**config.mk**
```make
export PLATFORM = sky130hd
export DESIGN_NAME = regfile_wb_arbiter_flat
export DESIGN_NICKNAME = d
export VERILOG_FILES = /design/src/rtl/regfile_wb_arbiter_if.sv /design/src/rtl/regfile_wb_arbiter.sv /design/src/flat_wrapper.sv
export SDC_FILE = /design/constraint.sdc
export NUM_CORES = 1
export LEC_CHECK = 0
export CORE_UTILIZATION = 36
export CTS_BUF_LIST = sky130_fd_sc_hd__clkbuf_8 sky130_fd_sc_hd__clkbuf_16
export DETAILED_ROUTE_END_ITERATION = 8
export PLACE_DENSITY = 0.75
export RECOVER_POWER = 100
export SLEW_MARGIN = 20
export SYNTH_ARGS = -nofsm -noshare
export SYNTH_HDL_FRONTEND = slang
export SYNTH_SLANG_ARGS = --single-unit
```
**constraint.sdc**
```tcl
create_clock -name clk_i -period 2.46 [get_ports clk_i]
set_input_delay 0.492 -clock clk_i [delete_from_list [all_inputs] [get_ports clk_i]]
set_output_delay 0.492 -clock clk_i [all_outputs]
set_load 0.1 [all_outputs]
```
**src/rtl/regfile_wb_arbiter_if.sv**
```systemverilog
// Writeback arbiter bus: two writeback requesters, the register-file write
// port, the issue-stage reservation, the operand hazard/bypass query and the
// scoreboard. The slave modport is the arbiter side; the master modport is the
// pipeline side that drives requests and consumes results.
// last_grant is a debug view of the round-robin pointer (0 = ALU, 1 = LSU).
interface regfile_wb_arbiter_if;
  logic        alu_valid_i;
  logic [4:0]  alu_addr_i;
  logic [31:0] alu_data_i;
  logic        alu_ready_o;

  logic        lsu_valid_i;
  logic [4:0]  lsu_addr_i;
  logic [31:0] lsu_data_i;
  logic        lsu_ready_o;

  logic        rf_write_enable_o;
  logic [4:0]  rf_write_addr_o;
  logic [31:0] rf_write_data_o;

  logic        issue_valid_i;
  logic [4:0]  issue_rd_i;

  logic [4:0]  rs_a_i;
  logic [4:0]  rs_b_i;
  logic        hazard_a_o;
  logic        hazard_b_o;
  logic        fwd_valid_a_o;
  logic        fwd_valid_b_o;
  logic [31:0] fwd_data_a_o;
  logic [31:0] fwd_data_b_o;

  logic [31:0] busy_o;
  logic        last_grant;

  modport slave (
    input  alu_valid_i, alu_addr_i, alu_data_i,
    output alu_ready_o,
    input  lsu_valid_i, lsu_addr_i, lsu_data_i,
    output lsu_ready_o,
    output rf_write_enable_o, rf_write_addr_o, rf_write_data_o,
    input  issue_valid_i, issue_rd_i,
    input  rs_a_i, rs_b_i,
    output hazard_a_o, hazard_b_o,
    output fwd_valid_a_o, fwd_valid_b_o, fwd_data_a_o, fwd_data_b_o,
    output busy_o, last_grant
  );

  modport master (
    output alu_valid_i, alu_addr_i, alu_data_i,
    input  alu_ready_o,
    output lsu_valid_i, lsu_addr_i, lsu_data_i,
    input  lsu_ready_o,
    input  rf_write_enable_o, rf_write_addr_o, rf_write_data_o,
    output issue_valid_i, issue_rd_i,
    output rs_a_i, rs_b_i,
    input  hazard_a_o, hazard_b_o,
    input  fwd_valid_a_o, fwd_valid_b_o, fwd_data_a_o, fwd_data_b_o,
    input  busy_o, last_grant
  );
endinterface

```
**src/rtl/regfile_wb_arbiter.sv**
```systemverilog
// Register-file writeback arbiter with destination scoreboard.
// Two requesters (ALU = 0, LSU = 1) share one register-file write port.
// Handshake: a requester transfers on a rising edge where its valid and ready
// are both high; ready is combinational, asserts only while its own valid is
// high, at most one ready is high per cycle, and both are low during reset.
// The winner's addr/data are registered and appear on rf_write_* one cycle
// after the transfer. Writes to x0 are accepted but never enabled.
// Optional feature macro: REGFILE_WB_BYPASS_EN forwards the data currently on
// the write port to matching operand queries and masks their hazard.
module regfile_wb_arbiter (
  input  logic                 clk_i,
  input  logic                 reset_ni,
  regfile_wb_arbiter_if.slave  bus
);

  logic        last_q;
  logic        we_q;
  logic [4:0]  waddr_q;
  logic [31:0] wdata_q;
  logic [31:0] busy_q;

  logic        alu_rdy;
  logic        lsu_rdy;
  logic        xfer;
  logic [4:0]  sel_addr;
  logic [31:0] sel_data;
  logic [31:0] busy_next;
  logic        byp_a;
  logic        byp_b;

  // Round-robin grant: with both valid, serve the requester not granted last.
  always_comb begin
    alu_rdy  = reset_ni & bus.alu_valid_i & (~bus.lsu_valid_i | last_q);
    lsu_rdy  = reset_ni & bus.lsu_valid_i & (~bus.alu_valid_i | ~last_q);
    xfer     = alu_rdy | lsu_rdy;
    sel_addr = alu_rdy ? bus.alu_addr_i : bus.lsu_addr_i;
    sel_data = alu_rdy ? bus.alu_data_i : bus.lsu_data_i;
  end

  // Scoreboard next state: clear on the visible write, then set on reservation
  // so a same-cycle reservation of the same register wins.
  always_comb begin
    busy_next = busy_q;
    if (we_q) busy_next[waddr_q] = 1'b0;
    if (bus.issue_valid_i && (bus.issue_rd_i != 5'd0)) busy_next[bus.issue_rd_i] = 1'b1;
    busy_next[0] = 1'b0;
  end

  // Registered write port, grant pointer and scoreboard.
  always_ff @(posedge clk_i) begin
    if (!reset_ni) begin
      last_q  <= 1'b1;
      we_q    <= 1'b0;
      waddr_q <= 5'd0;
      wdata_q <= 32'd0;
      busy_q  <= 32'd0;
    end else begin
      busy_q <= busy_next;
      we_q   <= 1'b0;
      if (xfer) begin
        last_q <= lsu_rdy;
        // x0 writes complete the handshake but leave the port untouched.
        if (sel_addr != 5'd0) begin
          we_q    <= 1'b1;
          waddr_q <= sel_addr;
          wdata_q <= sel_data;
        end
      end
    end
  end

`ifdef REGFILE_WB_BYPASS_EN
  // Forward the in-flight write to matching non-zero operands.
  always_comb begin
    byp_a = we_q && (waddr_q == bus.rs_a_i) && (bus.rs_a_i != 5'd0);
    byp_b = we_q && (waddr_q == bus.rs_b_i) && (bus.rs_b_i != 5'd0);
  end
  assign bus.fwd_data_a_o = byp_a ? wdata_q : 32'd0;
  assign bus.fwd_data_b_o = byp_b ? wdata_q : 32'd0;
`else
  // No bypass path: hazards come straight from the scoreboard.
  always_comb begin
    byp_a = 1'b0;
    byp_b = 1'b0;
  end
  assign bus.fwd_data_a_o = 32'd0;
  assign bus.fwd_data_b_o = 32'd0;
`endif

  assign bus.fwd_valid_a_o     = byp_a;
  assign bus.fwd_valid_b_o     = byp_b;
  assign bus.hazard_a_o        = (bus.rs_a_i != 5'd0) & busy_q[bus.rs_a_i] & ~byp_a;
  assign bus.hazard_b_o        = (bus.rs_b_i != 5'd0) & busy_q[bus.rs_b_i] & ~byp_b;
  assign bus.alu_ready_o       = alu_rdy;
  assign bus.lsu_ready_o       = lsu_rdy;
  assign bus.rf_write_enable_o = we_q;
  assign bus.rf_write_addr_o   = waddr_q;
  assign bus.rf_write_data_o   = wdata_q;
  assign bus.busy_o            = busy_q;
  assign bus.last_grant        = last_q;

endmodule

```
**src/flat_wrapper.sv**
```systemverilog
// flat-port wrapper written by rule: the top's interface ports become plain ports
module regfile_wb_arbiter_flat 
  (clk_i, reset_ni, bus_alu_valid_i, bus_alu_addr_i, bus_alu_data_i, bus_alu_ready_o, bus_lsu_valid_i, bus_lsu_addr_i, bus_lsu_data_i, bus_lsu_ready_o, bus_rf_write_enable_o, bus_rf_write_addr_o, bus_rf_write_data_o, bus_issue_valid_i, bus_issue_rd_i, bus_rs_a_i, bus_rs_b_i, bus_hazard_a_o, bus_hazard_b_o, bus_fwd_valid_a_o, bus_fwd_valid_b_o, bus_fwd_data_a_o, bus_fwd_data_b_o, bus_busy_o, bus_last_grant);
  regfile_wb_arbiter_if bus_i ();
  input  logic clk_i;
  input  logic reset_ni;
  input wire logic [$bits(bus_i.alu_valid_i)-1:0] bus_alu_valid_i;
  input wire logic [$bits(bus_i.alu_addr_i)-1:0] bus_alu_addr_i;
  input wire logic [$bits(bus_i.alu_data_i)-1:0] bus_alu_data_i;
  output wire logic [$bits(bus_i.alu_ready_o)-1:0] bus_alu_ready_o;
  input wire logic [$bits(bus_i.lsu_valid_i)-1:0] bus_lsu_valid_i;
  input wire logic [$bits(bus_i.lsu_addr_i)-1:0] bus_lsu_addr_i;
  input wire logic [$bits(bus_i.lsu_data_i)-1:0] bus_lsu_data_i;
  output wire logic [$bits(bus_i.lsu_ready_o)-1:0] bus_lsu_ready_o;
  output wire logic [$bits(bus_i.rf_write_enable_o)-1:0] bus_rf_write_enable_o;
  output wire logic [$bits(bus_i.rf_write_addr_o)-1:0] bus_rf_write_addr_o;
  output wire logic [$bits(bus_i.rf_write_data_o)-1:0] bus_rf_write_data_o;
  input wire logic [$bits(bus_i.issue_valid_i)-1:0] bus_issue_valid_i;
  input wire logic [$bits(bus_i.issue_rd_i)-1:0] bus_issue_rd_i;
  input wire logic [$bits(bus_i.rs_a_i)-1:0] bus_rs_a_i;
  input wire logic [$bits(bus_i.rs_b_i)-1:0] bus_rs_b_i;
  output wire logic [$bits(bus_i.hazard_a_o)-1:0] bus_hazard_a_o;
  output wire logic [$bits(bus_i.hazard_b_o)-1:0] bus_hazard_b_o;
  output wire logic [$bits(bus_i.fwd_valid_a_o)-1:0] bus_fwd_valid_a_o;
  output wire logic [$bits(bus_i.fwd_valid_b_o)-1:0] bus_fwd_valid_b_o;
  output wire logic [$bits(bus_i.fwd_data_a_o)-1:0] bus_fwd_data_a_o;
  output wire logic [$bits(bus_i.fwd_data_b_o)-1:0] bus_fwd_data_b_o;
  output wire logic [$bits(bus_i.busy_o)-1:0] bus_busy_o;
  output wire logic [$bits(bus_i.last_grant)-1:0] bus_last_grant;
  assign bus_i.alu_valid_i = bus_alu_valid_i;
  assign bus_i.alu_addr_i = bus_alu_addr_i;
  assign bus_i.alu_data_i = bus_alu_data_i;
  assign bus_alu_ready_o = bus_i.alu_ready_o;
  assign bus_i.lsu_valid_i = bus_lsu_valid_i;
  assign bus_i.lsu_addr_i = bus_lsu_addr_i;
  assign bus_i.lsu_data_i = bus_lsu_data_i;
  assign bus_lsu_ready_o = bus_i.lsu_ready_o;
  assign bus_rf_write_enable_o = bus_i.rf_write_enable_o;
  assign bus_rf_write_addr_o = bus_i.rf_write_addr_o;
  assign bus_rf_write_data_o = bus_i.rf_write_data_o;
  assign bus_i.issue_valid_i = bus_issue_valid_i;
  assign bus_i.issue_rd_i = bus_issue_rd_i;
  assign bus_i.rs_a_i = bus_rs_a_i;
  assign bus_i.rs_b_i = bus_rs_b_i;
  assign bus_hazard_a_o = bus_i.hazard_a_o;
  assign bus_hazard_b_o = bus_i.hazard_b_o;
  assign bus_fwd_valid_a_o = bus_i.fwd_valid_a_o;
  assign bus_fwd_valid_b_o = bus_i.fwd_valid_b_o;
  assign bus_fwd_data_a_o = bus_i.fwd_data_a_o;
  assign bus_fwd_data_b_o = bus_i.fwd_data_b_o;
  assign bus_busy_o = bus_i.busy_o;
  assign bus_last_grant = bus_i.last_grant;
  regfile_wb_arbiter u_core (.clk_i(clk_i), .reset_ni(reset_ni), .bus(bus_i));
endmodule
```
==> results.yml <==
status:
  status: "finished with violations"
  violations: "design-rule violations"
cts:
  h-tree-depth: 3
  ctsLongestPathBuffers: 2
  post_cts_buffers: 0
  cts_root_buf: "clkbuf_16"
  cts_tree: "built"
  clk_latency_ns: 0.34
  holdBufCountCts: 0
  clk_pin_slew_ns: 0.06
  cts_inserted_buffers: 9
  cts.sink_count: 70
die:
  rows: 39
  num_io_pins: 235
  start_util_pct: 37.20
  die_w_microns: 111.1
  dieArea_sq_mm: 0.01234
  die_h_microns: 111.1
  coreArea_sq_mm: 0.01152
timing:
  finalSetupViolCount: 0
  maxSlewViolCount: 0
  min_period_ns: 2.379
  finalHoldViolCount: 0
  maxSlewHeadroom_pct: 18.84
  period_share_pct: 96.72
  fmax_mhz: 420.3
  rsz0062_at_grt: "no"
  worst_slew_pin_slew_ns: 1.223
  fin_skew_ns: 0.002169
critical_path:
  cp_data_arrival_time_ns: 1.89
  critPathKind: "in2out"
  cp_max_fo: 5
  cpPeakStageDelay_ns: 0.58
  worst_ep_required_time_ns: 1.97
  critPathCaptureType: "output port"
  cp_cell_sequence: "dlygate4sd3_1 -> and2b_4 -> nor2_1 -> buf_4"
  regToRegSetupSlack_ns: 0.48
  cpMaxStageDelayCell: "dlygate4sd3_1"
  crit_path_start_kind: "input pin"
layout:
  stdcell_count: 816
  multi_input_area_sq_mm: 0.002535
  antennaDiodeCount: 0
  fin_util_pct: 51.20
  fillers: 1147
  drive_above_1_share_pct: 15.01
  final_nets: 762
  stdcell_area_sq_mm: 0.005896
  ff_latch_area_sq_mm: 0.001415
  syn_to_final_growth_pct: 37.62
routing:
  wl_per_cell_microns: 15.45
  drc_errors: 32
  vias: 4188
  initialDrtViolationCount: 201
  first_pass_iters: 9
  vias_per_cell: 5.132
  wl_microns: 12600
  detail-route-antenna-nets: 0
pwr:
  vdd_drop_max_mv: 0.3753
  p_leak_nw: 2.260
  p_sw_mw: 1.801
  power_mw: 4.226
  power_density_mw_per_mm2: 716.8
  clkPwrFrac_pct: 33.2
  comb_power_share_pct: 36.8
  p_int_mw: 2.425
  switching_share_pct: 42.61
  pwr-share-seq_pct: 29.9
synth:
  yosys_warnings: 0
  syn_inst: 496
  ys_top_cells_by_count: "71 x buf_4, 70 x dfxtp_1, 53 x mux2i_1, 53 x o21ai_0, 42 x nand2_1"
  async_reset_ff_share_pct: 0
  syn-cell-area_sq_mm: 0.004284
  synth_cell_type_count: 44
  yosysSeqAreaShare_pct: 32.71
  yosysTopAreaCell: "dfxtp_1"
  syn_area_per_cell_sq_um: 8.637
  synth.area.top_cells: "dfxtp_1 33%, buf_4 12%, mux2i_1 12%"
  yosys.area.top_type_share_pct: 32.71
  yosysMostFrequentCell: "buf_4"
  ys_ff_latch: 70
  ys.flop_type: "dfxtp_1"
  synth-edff-count: 0
global_route:
  grt_pass1_wl_microns: 20090
  grt_max_degree: 71
  grt_pass1_vias: 3920
  use_met2_pct: 34.55
  top_usage_layer: "met2"
  grt_overflow: 0
  grtUsageTotal_pct: 20.47
  use_met1_pct: 24.64
  antenna_found_initial: 0
  use_met3_pct: 6.178
placed_design:
  port_buffers: 167
  placed_cell_area_sq_mm: 0.005798
  globalplace.congestion: 0.8445
  post-dp-hpwl_microns: 9750
  dp_cells: 800
hold_path:
  hold_class: "in2reg"
run:
  maxCapViolCount: 0
-- cell families after synthesis --
group	after synthesis	synth area share [%]
AND/OR/NAND/NOR	139	17.47
flip-flops	70	32.71
AO/OA/AOI/OAI	126	18.69
buffers and inverters	100	16.30
other	1	0.08753
multiplexers	60	14.75
-- power by group through the flow --
| stage | Clock, mW | Combinational (mW) | Sequential, mW |
|---|---|---|---|
| after detailed placement | 0 | 1.62 | 1.29 |
| after global placement | 0 | 1.61 | 1.29 |
| after global routing | 1.47 | 1.61 | 1.28 |
| after CTS | 1.43 | 1.63 | 1.27 |
| after floorplan | 0 | 0.828 | 1.77 |
| final | 1.40 | 1.56 | 1.27 |
-- critical path, delay by kind of cell --
family                 cells  cell delay, ns
and+or+nand+nor            2            0.45
buffers and inverters      2            0.94
-- routing by layer --
layer	share of wire, %	up-vias
met5	0	-
met4	1.8	0
met3	8.8	19
met2	48	224
met1	42	1947
li1	-	1998
-- final cells by class --
cell class | count | share of cell area (%)
clock inverters | 6 | 1.443
flip-flops and latches | 70 | 24.00
well taps | 143 | 3.035
repair buffers | 190 | 24.15
clock buffers | 10 | 4.053
multi-input cells | 392 | 43.00
inverters | 5 | 0.3183
-- path summary, 6_finish.rpt --
path                                     to  cells past startpoint                      startpoint
max                         bus_alu_ready_o                      4                 bus_lsu_valid_i
min                   u_core.bus.last_grant                      2                        reset_ni
max reg2reg  u_core.bus.rf_write_data_o[26]                      5           u_core.bus.last_grant
min reg2reg  u_core.bus.rf_write_data_o[27]                      2  u_core.bus.rf_write_data_o[27]
-- flip-flops by register name, summed over array words and instances, names as in the netlist --
register                      cells
u_core.bus.rf_write_addr_o        5
u_core.bus.rf_write_enable_o      1
u_core.bus.last_grant             1
u_core.bus.rf_write_data_o       32
u_core.bus.busy_o                31
-- per-stage QoR --
step	hold WS (ns)	setup slack (ns)	TNS [ns]
after floorplan	0.6406	0.002423	0
after global placement	0.4422	-0.2716	-0.5298
after detailed placement	0.4516	-0.3990	-0.7421
after CTS	0.3914	0.0002276	0
after global routing	0.4090	0.01253	0
final	0.4019	0.08076	0
-- placed cells by master, fill, tap and decap left out, types with 3 or more instances in the layout --
cell type	instances
inv_1	5
o21ai_1	6
buf_6	5
conb_1	67
mux2i_1	53
dlygate4sd3_1	4
nand4_1	4
nor3b_1	4
o211ai_1	4
clkdlybuf4s50_1	82
nor2b_1	10
dlygate4sd2_1	4
buf_4	15
a221oi_2	6
nand2b_1	3
clkbuf_16	9
and2_1	3
a21boi_0	30
dfxtp_2	11
a21oi_1	4
mux2_2	4
nor2_1	8
a2111oi_2	8
o21ai_0	59
clkbuf_1	57
nand3b_1	7
nand3_1	37
clkbuf_2	20
dfxtp_1	59
nand2_1	42
-- repair_timing --
item / CTS / global route
setup endpoints to repair: 2 / 2
pin swaps: 5 / 3
gates resized for setup: 27 / 11
Note: power is estimated with default switching activity, not from simulation.
